$ cat src/rtl/bitserial_logic_seq.sv
// bitserial_logic_seq: LSB-first bit-serial bitwise op (zero/xor/and/or) with running compare flag.
// Optional BITSERIAL_LOGIC_SEQ_EARLY_EXIT_EN ends RUN once all remaining operand bits are zero.
module bitserial_logic_seq #(
  parameter int WIDTH = 16
) (
  input  logic             clk,
  input  logic             rst,
  input  logic             start_valid,
  output logic             start_ready,
  input  logic [1:0]       op,
  input  logic [WIDTH-1:0] a,
  input  logic [WIDTH-1:0] b,
  output logic             res_valid,
  input  logic             res_ready,
  output logic [WIDTH-1:0] q,
  output logic             flag
);
  localparam int IW = $clog2(WIDTH);
  typedef enum logic [1:0] {IDLE, RUN, DONE} state_t;
  state_t state, nstate;
  logic [1:0] opr;
  logic [WIDTH-1:0] sa, sb, qr;
  logic [IW-1:0] idx;
  logic c, ai, bi, qb, acc, last, zero_acc, zero_run;
  assign ai = sa[0];
  assign bi = sb[0];
  assign acc = start_valid && state == IDLE;
`ifdef BITSERIAL_LOGIC_SEQ_EARLY_EXIT_EN
  assign zero_acc = ~|(a | b);
  assign zero_run = ~|((sa | sb) >> 1);
`else
  assign zero_acc = 1'b0;
  assign zero_run = 1'b0;
`endif
  assign last = idx == IW'(WIDTH - 1) || zero_run;
  assign qb = opr == 2'b01 ? ai ^ bi : opr == 2'b10 ? ai & bi : opr == 2'b11 ? ai | bi : 1'b0;
  always_ff @(posedge clk or posedge rst) begin
    if (rst) state <= IDLE;
    else state <= nstate;
  end
  always_comb begin
    nstate = state;
    case (state)
      IDLE: nstate = start_valid ? (zero_acc ? DONE : RUN) : IDLE;
      RUN: nstate = last ? DONE : RUN;
      DONE: nstate = res_ready ? IDLE : DONE;
      default: nstate = IDLE;
    endcase
  end
  always_comb begin
    start_ready = state == IDLE;
    res_valid = state == DONE;
    q = state == DONE ? qr : '0;
    flag = state == DONE ? c ^ opr[0] : 1'b0;
  end
  // c tracks "any bit differs" for ops 00/01 and "a wins at the latest differing bit" for 10/11;
  // LSB-first means the last differing bit seen is the most significant one.
  always_ff @(posedge clk or posedge rst) begin
    if (rst) begin
      opr <= '0;
      sa <= '0;
      sb <= '0;
      qr <= '0;
      c <= 1'b0;
      idx <= '0;
    end else if (acc) begin
      opr <= op;
      sa <= a;
      sb <= b;
      qr <= '0;
      c <= 1'b0;
      idx <= '0;
    end else if (state == RUN) begin
      qr[idx] <= qb;
      sa <= sa >> 1;
      sb <= sb >> 1;
      c <= opr[1] ? (ai != bi ? ai : c) : c | (ai != bi);
      idx <= last ? '0 : idx + 1'b1;
    end
  end
endmodule

$ cat config.mk
export PLATFORM = sky130hd
export DESIGN_NAME = bitserial_logic_seq
export DESIGN_NICKNAME = d
export VERILOG_FILES = /design/src/rtl/bitserial_logic_seq.sv
export SDC_FILE = /design/constraint.sdc
export NUM_CORES = 1
export LEC_CHECK = 0
export BUFFER_PORTS_ARGS = -buffer_cell sky130_fd_sc_hd__clkbuf_2
export CORE_ASPECT_RATIO = 1.4
export CORE_MARGIN = 2
export CORE_UTILIZATION = 38
export DETAILED_ROUTE_END_ITERATION = 12
export GPL_TIMING_DRIVEN = 0
export PLACE_DENSITY_LB_ADDON = 0.08
export SKIP_CTS_REPAIR_TIMING = 1
export SYNTH_ARGS = -nofsm -noshare
export SYNTH_HDL_FRONTEND = slang
export SYNTH_SLANG_ARGS = --single-unit
$ cat constraint.sdc
create_clock -name clk -period 1.6 [get_ports clk]
set_input_delay 0.32 -clock clk [delete_from_list [all_inputs] [get_ports clk]]
set_output_delay 0.32 -clock clk [all_outputs]
set_load 0.01 [all_outputs]
==> results_dict.tcl, run 1 <==
set metrics [dict create \
    cp_slowest_stage_delay_ns 0.42 \
    antenna_cells 0 \
    max-slew-margin-rel_pct 66.2 \
    worst_setup_path_start_kind "flop" \
    fin_crit_ns 1.68 \
    synthCells 282 \
    core-area_sq_mm 0.00698 \
    fmax_ghz 0.594 \
    final_cell_mix "nand2_1, dfrtp_1, clkbuf_2" \
    gp_congestion 0.742 \
    viasPerCell 5.03 \
    cts_root_buf "clkbuf_8" \
    initial_core_util_pct 39.4 \
    maxCapViolations 0 \
    drt-total-wl_mm 6.63 \
    num_io_pins 57 \
    grt_max_degree 58 \
    r2r_slack_ns 0.03 \
    synth_flop_cell "dfrtp_1" \
    yosysTopAreaCell "dfrtp_1" \
    drc 0 \
    synth_edf_count 0 \
    ctsHtreeMaxLevel 3 \
    layout.nets 405 \
    power_density_mw_per_mm2 1680 \
    criticalPathCategory "flop to output pin" \
    port_buffers 56 \
    syn_to_final_growth_pct 30.7 \
    cts-buffers-inserted 9 \
    grt_pass1_wl_mm 10.5 \
    grt.total_usage_pct 16.6 \
    first_global_vias 2253 \
    whs_ns 0.00219 \
    ys_seq_elements 57 \
    num_rows 36 \
    clk_pin_slew_ns 0.07 \
    cp_max_fo 5 \
    r2r-end "qr[11]$_DFFE_PP0P_" \
    clock_sinks 57 \
    cp_slowest_cell "dfrtp_2" \
    clockBufferDepth 2 \
    violations "negative setup slack" \
    avgSynthCellArea_sq_um 9.76 \
    tightest_slew_ns 0.506 \
    cts_tree "done" \
    wl_per_cell_um 14.4 \
    drive_gt1_share_pct 34.8 \
    fin_ws_ns -0.0839 \
    yosys_warnings 0 \
    worstPathCellList "nand2b_4, inv_6, buf_6, and2_4, buf_6" \
    finalSetupViolCount 9 \
    async_flop_share_pct 100 \
    fin_crit_sh_pct 105 \
    drt_pre_antenna_iters 5 \
    ys_seq_area_share_pct 51.8 \
    cp.required_ns 1.28 \
    syn_area_sq_mm 0.00275 \
    antenna_found_initial 0 \
    p_leak_nw 1.83 \
    post-place-ws_ns -0.142 \
    fin_worst_skew_ns 0.00571 \
    dp_hpwl_mm 4.51 \
    drv_slew 0 \
    path_delay_family "flip-flops" \
    dieArea_sq_mm 0.00795 \
    clk_latency_ns 0.33 \
    vdd_drop_max_mv 0.849 \
    grt_overflow 0 \
    yosys-top-cells-area "dfrtp_1, nand2_1, a22oi_1, and2_1, a311oi_1" \
    drt_iter0_drc 100 \
    rsz0062_at_grt "true" \
    final_common_cell "nand2_1" \
    r2r-start "sa[0]$_DFFE_PP0P_" \
    dr_total_vias 2312 \
    drtAntennaViolNets 0 \
    cp.arrival_ns 1.36 \
    worst-path-buf-inv 3 \
    synth_cell_types 36 \
    critPathCaptureType "output pin" \
    cpMostUsedCell "buf_6" \
    power_mw 6.04 \
    hp-class "input port to asynchronous set/reset pin" \
    syn_nets 326 \
    die_w_um 75.9 \
    synth_top_area_share_pct 51.8 \
    status "finished with violations" \
    dieHeight_um 105 \
    crit_start "state[0]$_DFF_PP0_" \
    finalHoldViolations 0 \
    reg2reg_depth 6 \
]
==> worst max path at each step <==
| stage | cells after the start | slack (ns) | end |
|---|---|---|---|
| CTS | 5 | -0.34 | q[14] |
| detailed placement | 6 | -0.14 | qr[1]$_DFFE_PP0P_ |
| global placement | 6 | -0.13 | qr[10]$_DFFE_PP0P_ |
| finish | 5 | -0.08 | q[14] |
| global route | 5 | -0.14 | q[14] |
| floorplan | 6 | 0.03 | qr[1]$_DFFE_PP0P_ |
==> cell usage after synthesis, types with 3 or more instances <==
| cell | number |
|---|---|
| nand3_1 | 6 |
| and2_1 | 20 |
| inv_1 | 6 |
| o21ai_0 | 3 |
| a22oi_1 | 30 |
| clkbuf_1 | 5 |
| ha_1 | 6 |
| nand2_1 | 78 |
| dfrtp_1 | 57 |
| buf_6 | 3 |
| nor2_1 | 3 |
| a311oi_1 | 14 |
| buf_2 | 11 |
| a31oi_1 | 15 |
==> cells by family (layout without fill, tap and decap cells) <==
group | count (synthesis) | in the layout | share of synthesized area (%)
AO/OA/AOI/OAI | 69 | 69 | 18.8
XOR/XNOR | 1 | 1 | 0.318
adder cells (fa/ha/maj) | 6 | 6 | 2.73
buffers and inverters | 28 | 111 | 5.32
flip-flops | 57 | 57 | 51.8
multiplexers | 2 | 2 | 0.773
AND/OR/NAND/NOR | 119 | 119 | 20.2
==> per-stage QoR <==
step                setup TNS, ns  cell area [sq um]  utilization (%)  cells
CTS                         -5.57               3340             47.9    448
global placement            -1.05               3160             45.3    433
floorplan                       0               2760                -    282
global route                -1.52               3600             51.5    460
detailed placement          -1.31               3160             45.3    433
finish                     -0.670               3600             51.5    460
==> sequential cells by signal (all words and copies together) (netlist names) <==
register / cells
opr: 2
sb: 16
state: 2
c: 1
sa: 16
idx: 4
qr: 16
==> per-layer routing <==
layer / share of wire [%] / track usage, %
met1: 41 / 19.4
met2: 52 / 28.8
met5: 0 / 0
met4: 2.1 / 7.01
met3: 4.3 / 4.23
==> power breakdown <==
group | internal, mW | switching (mW) | total, mW
sequential | 2.02 | 0.388 | 2.41
clock | 0.700 | 0.578 | 1.28
combinational | 1.08 | 1.27 | 2.35
total | 3.80 | 2.24 | 6.04
==> final cells by class <==
type	instances	area, sq um
Buffer	20	136
Clock buffer	9	124
Clock inverter	6	60.1
Timing Repair inverter	1	5.00
Timing Repair Buffer	68	450
Inverter	7	35.0
Sequential cell	57	1430
Tap cell	95	119
Fill cell	663	3380
Multi-Input combinational cell	197	1240
No activity file was read; power rests on OpenSTA's default activity.
==> run 2: changes to the inputs <==
--- a/config.mk
+++ b/config.mk
@@ -11,7 +11,7 @@
 export CORE_UTILIZATION = 38
 export DETAILED_ROUTE_END_ITERATION = 12
 export GPL_TIMING_DRIVEN = 0
-export PLACE_DENSITY_LB_ADDON = 0.08
+export PLACE_DENSITY_LB_ADDON = 0.3
 export SKIP_CTS_REPAIR_TIMING = 1
 export SYNTH_ARGS = -nofsm -noshare
 export SYNTH_HDL_FRONTEND = slang
==> results_dict.tcl, run 2 (synthesized netlist as in run 1, its figures left out) <==
set metrics [dict create \
    p_leak_nw 1.85 \
    reg2reg_depth 6 \
    die_w_um 75.9 \
    fin_crit_sh_pct 107 \
    first_global_vias 2343 \
    final_common_cell "nand2_1" \
    clockBufferDepth 2 \
    status "finished with violations" \
    fmax_ghz 0.586 \
    dieArea_sq_mm 0.00795 \
    cts-buffers-inserted 9 \
    hp-class "input port to flop" \
    fin_worst_skew_ns 0.00383 \
    initial_core_util_pct 39.4 \
    port_buffers 56 \
    grt_pass1_wl_mm 11.0 \
    r2r-end "qr[8]$_DFFE_PP0P_" \
    grt_overflow 0 \
    antenna_cells 0 \
    criticalPathCategory "flop to output pin" \
    vdd_drop_max_mv 0.801 \
    finalSetupViolCount 17 \
    drt_iter0_drc 122 \
    drv_slew 0 \
    min_to "state[1]$_DFF_PP0_" \
    critPathCaptureType "output pin" \
    power_density_mw_per_mm2 1740 \
    ctsHtreeMaxLevel 3 \
    grt_max_degree 58 \
    dp_hpwl_mm 4.46 \
    cp.arrival_ns 1.39 \
    worst_setup_path_start_kind "flop" \
    finalHoldViolations 0 \
    hold_depth 2 \
    power_mw 6.38 \
    dr_total_vias 2396 \
    grt.total_usage_pct 17.0 \
    fin_crit_ns 1.71 \
    drc 0 \
    viasPerCell 5.20 \
    clkPwrFrac_pct 25.9 \
    combPwrFrac_pct 36.3 \
    clock_sinks 57 \
    dieHeight_um 105 \
    power.internal_mw 4.13 \
    pwr-share-seq_pct 37.8 \
    tns_ns -1.24 \
    wl_per_cell_um 14.6 \
    drive_gt1_share_pct 34.4 \
    cts_root_buf "clkbuf_8" \
    cp_max_fo 8 \
    violations "negative setup slack" \
    top_regs "qr: 16 flops, sa: 16 flops, sb: 16 flops" \
    antenna_found_initial 0 \
    num_io_pins 57 \
    max-slew-margin-rel_pct 68.1 \
    drt-total-wl_mm 6.74 \
    clk_pin_slew_ns 0.06 \
    min-delay-start "res_ready" \
    fin_ws_ns -0.107 \
    cts_tree "done" \
    drtAntennaViolNets 0 \
    num_rows 36 \
    cp.required_ns 1.28 \
    tightest_slew_ns 0.476 \
    r2r_slack_ns 0.04 \
    layout.nets 405 \
    clk_latency_ns 0.34 \
    gp_congestion 0.753 \
    netSwitchingPower_mw 2.25 \
    r2r-start "sb[0]$_DFFE_PP0P_" \
    final_cell_mix "nand2_1, dfrtp_1, clkbuf_2" \
    p_sw_share_pct 35.3 \
    rsz0062_at_grt "true" \
    syn_to_final_growth_pct 33.2 \
    maxCapViolations 0 \
    core-area_sq_mm 0.00698 \
    drt_pre_antenna_iters 4 \
]
[run 2: cell count changes in the layout (fill, tap and decap cells not counted), moves of 3 or more]
cell      before  now
buf_2         11   16
clkinv_2       4    1
and2_4         9   12
clkbuf_4       3    0
clkbuf_2      46   41
[run 2: power by group through the flow]
stage | logic [mW] | clock network [mW] | registers, mW
after floorplan | 1.64 | 0 | 2.31
after global placement | 2.04 | 0 | 2.41
after detailed placement | 2.10 | 0 | 2.43
after CTS | 2.11 | 1.68 | 2.41
after global routing | 2.58 | 1.74 | 2.49
final | 2.32 | 1.65 | 2.41
[run 2: per-layer routing]
layer	GRT usage [%]	vias up	routed length, um
li1	-	1148	-
met1	21.2	1152	2840
met2	28.4	86	3410
met3	3.37	10	365
met4	8.05	0	126
met5	0	-	0
[run 2: worst max-delay path by stage]
stage,to,slack (ns),from
floorplan,qr[1]$_DFFE_PP0P_,0.03,sa[0]$_DFFE_PP0P_
global placement,qr[1]$_DFFE_PP0P_,-0.12,sa[0]$_DFFE_PP0P_
detailed placement,qr[2]$_DFFE_PP0P_,-0.15,sa[0]$_DFFE_PP0P_
CTS,q[7],-0.31,state[0]$_DFF_PP0_
global route,q[14],-0.16,state[0]$_DFF_PP0_
finish,q[13],-0.11,state[0]$_DFF_PP0_
[run 2: layout make-up]
class / instances / area (sq um)
Buffer: 19 / 125
Multi-Input combinational cell: 197 / 1230
Sequential cell: 57 / 1430
Clock inverter: 5 / 103
Timing Repair Buffer: 70 / 483
Fill cell: 645 / 3320
Tap cell: 95 / 119
Clock buffer: 11 / 141
Inverter: 7 / 35.0
[run 2: critical path, stage by stage (launching register included)]
cell      delay [ns]
dfrtp_2         0.45
nand2b_4        0.18
inv_6           0.08
buf_6           0.11
and2_4          0.14
buf_6           0.09
[run 2: stage by stage]
| stage | hold WS (ns) | area (sq um) | worst slack (ns) | cells | util (%) |
|---|---|---|---|---|---|
| floorplan | 0.407 | 2760 | 0.0349 | 282 | - |
| global placement | 0.459 | 3160 | -0.119 | 433 | 45.3 |
| detailed placement | 0.463 | 3160 | -0.149 | 433 | 45.3 |
| CTS | 0.166 | 3400 | -0.313 | 449 | 48.8 |
| global route | 0.176 | 3670 | -0.159 | 461 | 52.5 |
| finish | 0.164 | 3670 | -0.107 | 461 | 52.5 |
==> run 3: changes to the inputs <==
--- a/config.mk
+++ b/config.mk
@@ -6,12 +6,15 @@
 export NUM_CORES = 1
 export LEC_CHECK = 0
 export BUFFER_PORTS_ARGS = -buffer_cell sky130_fd_sc_hd__clkbuf_2
+export CELL_PAD_IN_SITES_DETAIL_PLACEMENT = 1
+export CELL_PAD_IN_SITES_GLOBAL_PLACEMENT = 1
 export CORE_ASPECT_RATIO = 1.4
 export CORE_MARGIN = 2
-export CORE_UTILIZATION = 38
+export CORE_UTILIZATION = 37
 export DETAILED_ROUTE_END_ITERATION = 12
 export GPL_TIMING_DRIVEN = 0
 export PLACE_DENSITY_LB_ADDON = 0.3
+export REMOVE_ABC_BUFFERS = 1
 export SKIP_CTS_REPAIR_TIMING = 1
 export SYNTH_ARGS = -nofsm -noshare
 export SYNTH_HDL_FRONTEND = slang
==> constraint.sdc (replaced) <==
create_clock -name clk -period 1.48 [get_ports clk]
set_input_delay 0.296 -clock clk [delete_from_list [all_inputs] [get_ports clk]]
set_output_delay 0.296 -clock clk [all_outputs]
set_load 0.01 [all_outputs]
==> results_dict.tcl, run 3 (synthesized netlist as in run 1, its figures left out) <==
set metrics [dict create \
    cp_max_fo 6 \
    drc 0 \
    hp-class "input port to flop" \
    num_rows 37 \
    p_leak_nw 1.98 \
    tns_ns -7.82 \
    max-slew-margin-rel_pct 68.4 \
    gp_congestion 0.720 \
    num_io_pins 57 \
    initial_core_util_pct 37.9 \
    syn_to_final_growth_pct 43.9 \
    dieHeight_um 106 \
    grt_max_degree 59 \
    netSwitchingPower_mw 2.80 \
    ctsHtreeMaxLevel 3 \
    p_sw_share_pct 38.3 \
    dieArea_sq_mm 0.00815 \
    first_global_vias 2313 \
    final_common_cell "nand2_1" \
    cts_root_buf "clkbuf_8" \
    whs_ns 0.154 \
    clk_pin_slew_ns 0.07 \
    layoutNonFillerInstCount 472 \
    fin_crit_sh_pct 120 \
    dp.cells 418 \
    clock_sinks 57 \
    criticalPathCategory "flop to output pin" \
    port_buffers 56 \
    tightest_slew_ns 0.473 \
    multi_input_area_sq_mm 0.00137 \
    core-area_sq_mm 0.00727 \
    fin_worst_skew_ns 0.00863 \
    pwr-share-seq_pct 36.7 \
    fmax_ghz 0.562 \
    clockBufferDepth 2 \
    worst_setup_path_start_kind "flop" \
    maxCapViolations 0 \
    grt.total_usage_pct 17.0 \
    finalHoldViolations 0 \
    cp.required_ns 1.18 \
    clk_latency_ns 0.34 \
    final_cell_mix "nand2_1, dfrtp_1, clkbuf_2" \
    violations "negative setup slack" \
    drt_pre_antenna_iters 6 \
    drt-total-wl_mm 8.70 \
    fin_ws_ns -0.299 \
    rsz0062_at_grt "true" \
    status "finished with violations" \
    cts_tree "done" \
    antenna_cells 0 \
    combPwrFrac_pct 43.9 \
    dr_total_vias 2491 \
    dp_hpwl_mm 4.36 \
    cp.arrival_ns 1.48 \
    critPathCaptureType "output pin" \
    grt_overflow 0 \
    grt_pass1_wl_mm 10.9 \
    drive_gt1_share_pct 41.3 \
    drt_iter0_drc 145 \
    fin_crit_ns 1.78 \
    clkPwrFrac_pct 19.3 \
    nFillCells 818 \
    antenna_found_initial 0 \
    vdd_drop_max_mv 0.804 \
    drtAntennaViolNets 0 \
    top_regs "qr: 16 flops, sa: 16 flops, sb: 16 flops" \
    power_density_mw_per_mm2 1840 \
    finalSetupViolCount 63 \
    cts-buffers-inserted 9 \
    viasPerCell 5.28 \
    power.internal_mw 4.50 \
    drv_slew 0 \
    die_w_um 76.9 \
    seq_area_sq_mm 0.00143 \
    layout.nets 414 \
    wl_per_cell_um 18.4 \
]
==> run 3: cell count changes in the layout (fill, tap and decap cells not counted), moves of 4 or more <==
| cell | delta |
|---|---|
| clkbuf_2 | -4 |
| buf_12 | +5 |
| a311oi_1 | -6 |
| buf_4 | +14 |
| nor2b_4 | +4 |
| buf_2 | -11 |
| a311oi_2 | +6 |
==> run 3: layout make-up <==
cell class | instances | area share, %
clock buffers | 14 | 4.61
clock inverters | 2 | 0.253
inverters | 7 | 0.853
multi-input cells | 200 | 34.6
flip-flops and latches | 57 | 36.1
well taps | 97 | 3.07
repair buffers | 94 | 20.4
repair inverters | 1 | 0.158
==> run 3: final timing paths <==
| check | startpoint | endpoint | slack (ns) | depth (start not counted) |
|---|---|---|---|---|
| min | op[0] | opr[0]$_DFFE_PP0N_ | 0.15 | 3 |
| max reg2reg | sb[0]$_DFFE_PP0P_ | qr[13]$_DFFE_PP0P_ | -0.15 | 6 |
| max | state[0]$_DFF_PP0_ | q[8] | -0.30 | 5 |
| min in group asynchronous | rst | sb[7]$_DFFE_PP0P_ | 0.51 | 3 |
| max in group asynchronous | rst | state[0]$_DFF_PP0_ | 0.40 | 4 |
| min reg2reg | sa[13]$_DFFE_PP0P_ | sa[13]$_DFFE_PP0P_ | 0.48 | 2 |
==> run 3: critical path, cell delays in order (launching register included) <==
cell and delay [ns]:
dfrtp_2 0.46, nand2b_4 0.24, inv_8 0.05, buf_4 0.13
and2_4 0.15, buf_6 0.11
==> run 3: through the flow <==
step                total power, mW  setup WS (ns)  cell area (sq um)  utilization, %
floorplan                      4.07         -0.994               2630               -
global placement               4.58          -1.96               3030            41.7
detailed placement             4.76         -0.709               3120            42.9
CTS                            6.17         -0.730               3310            45.6
global route                   7.79         -0.339               3960            54.5
finish                         7.29         -0.299               3960            54.5
==> run 3: routing by layer <==
layer | track usage [%] | wire, um | vias up
li1 | - | - | 1179
met1 | 20.2 | 3490 | 1250
met2 | 28.8 | 4790 | 48
met3 | 5.09 | 244 | 14
met4 | 6.49 | 175 | 0
met5 | 0 | 0 | -
==> run 3: power groups by stage <==
stage / Sequential (mW) / Clock [mW] / Combinational [mW]
finish: 2.68 / 1.41 / 3.20
global route: 2.77 / 1.52 / 3.50
CTS: 2.61 / 1.41 / 2.15
detailed placement: 2.63 / 0 / 2.13
global placement: 2.59 / 0 / 1.99
floorplan: 2.50 / 0 / 1.57
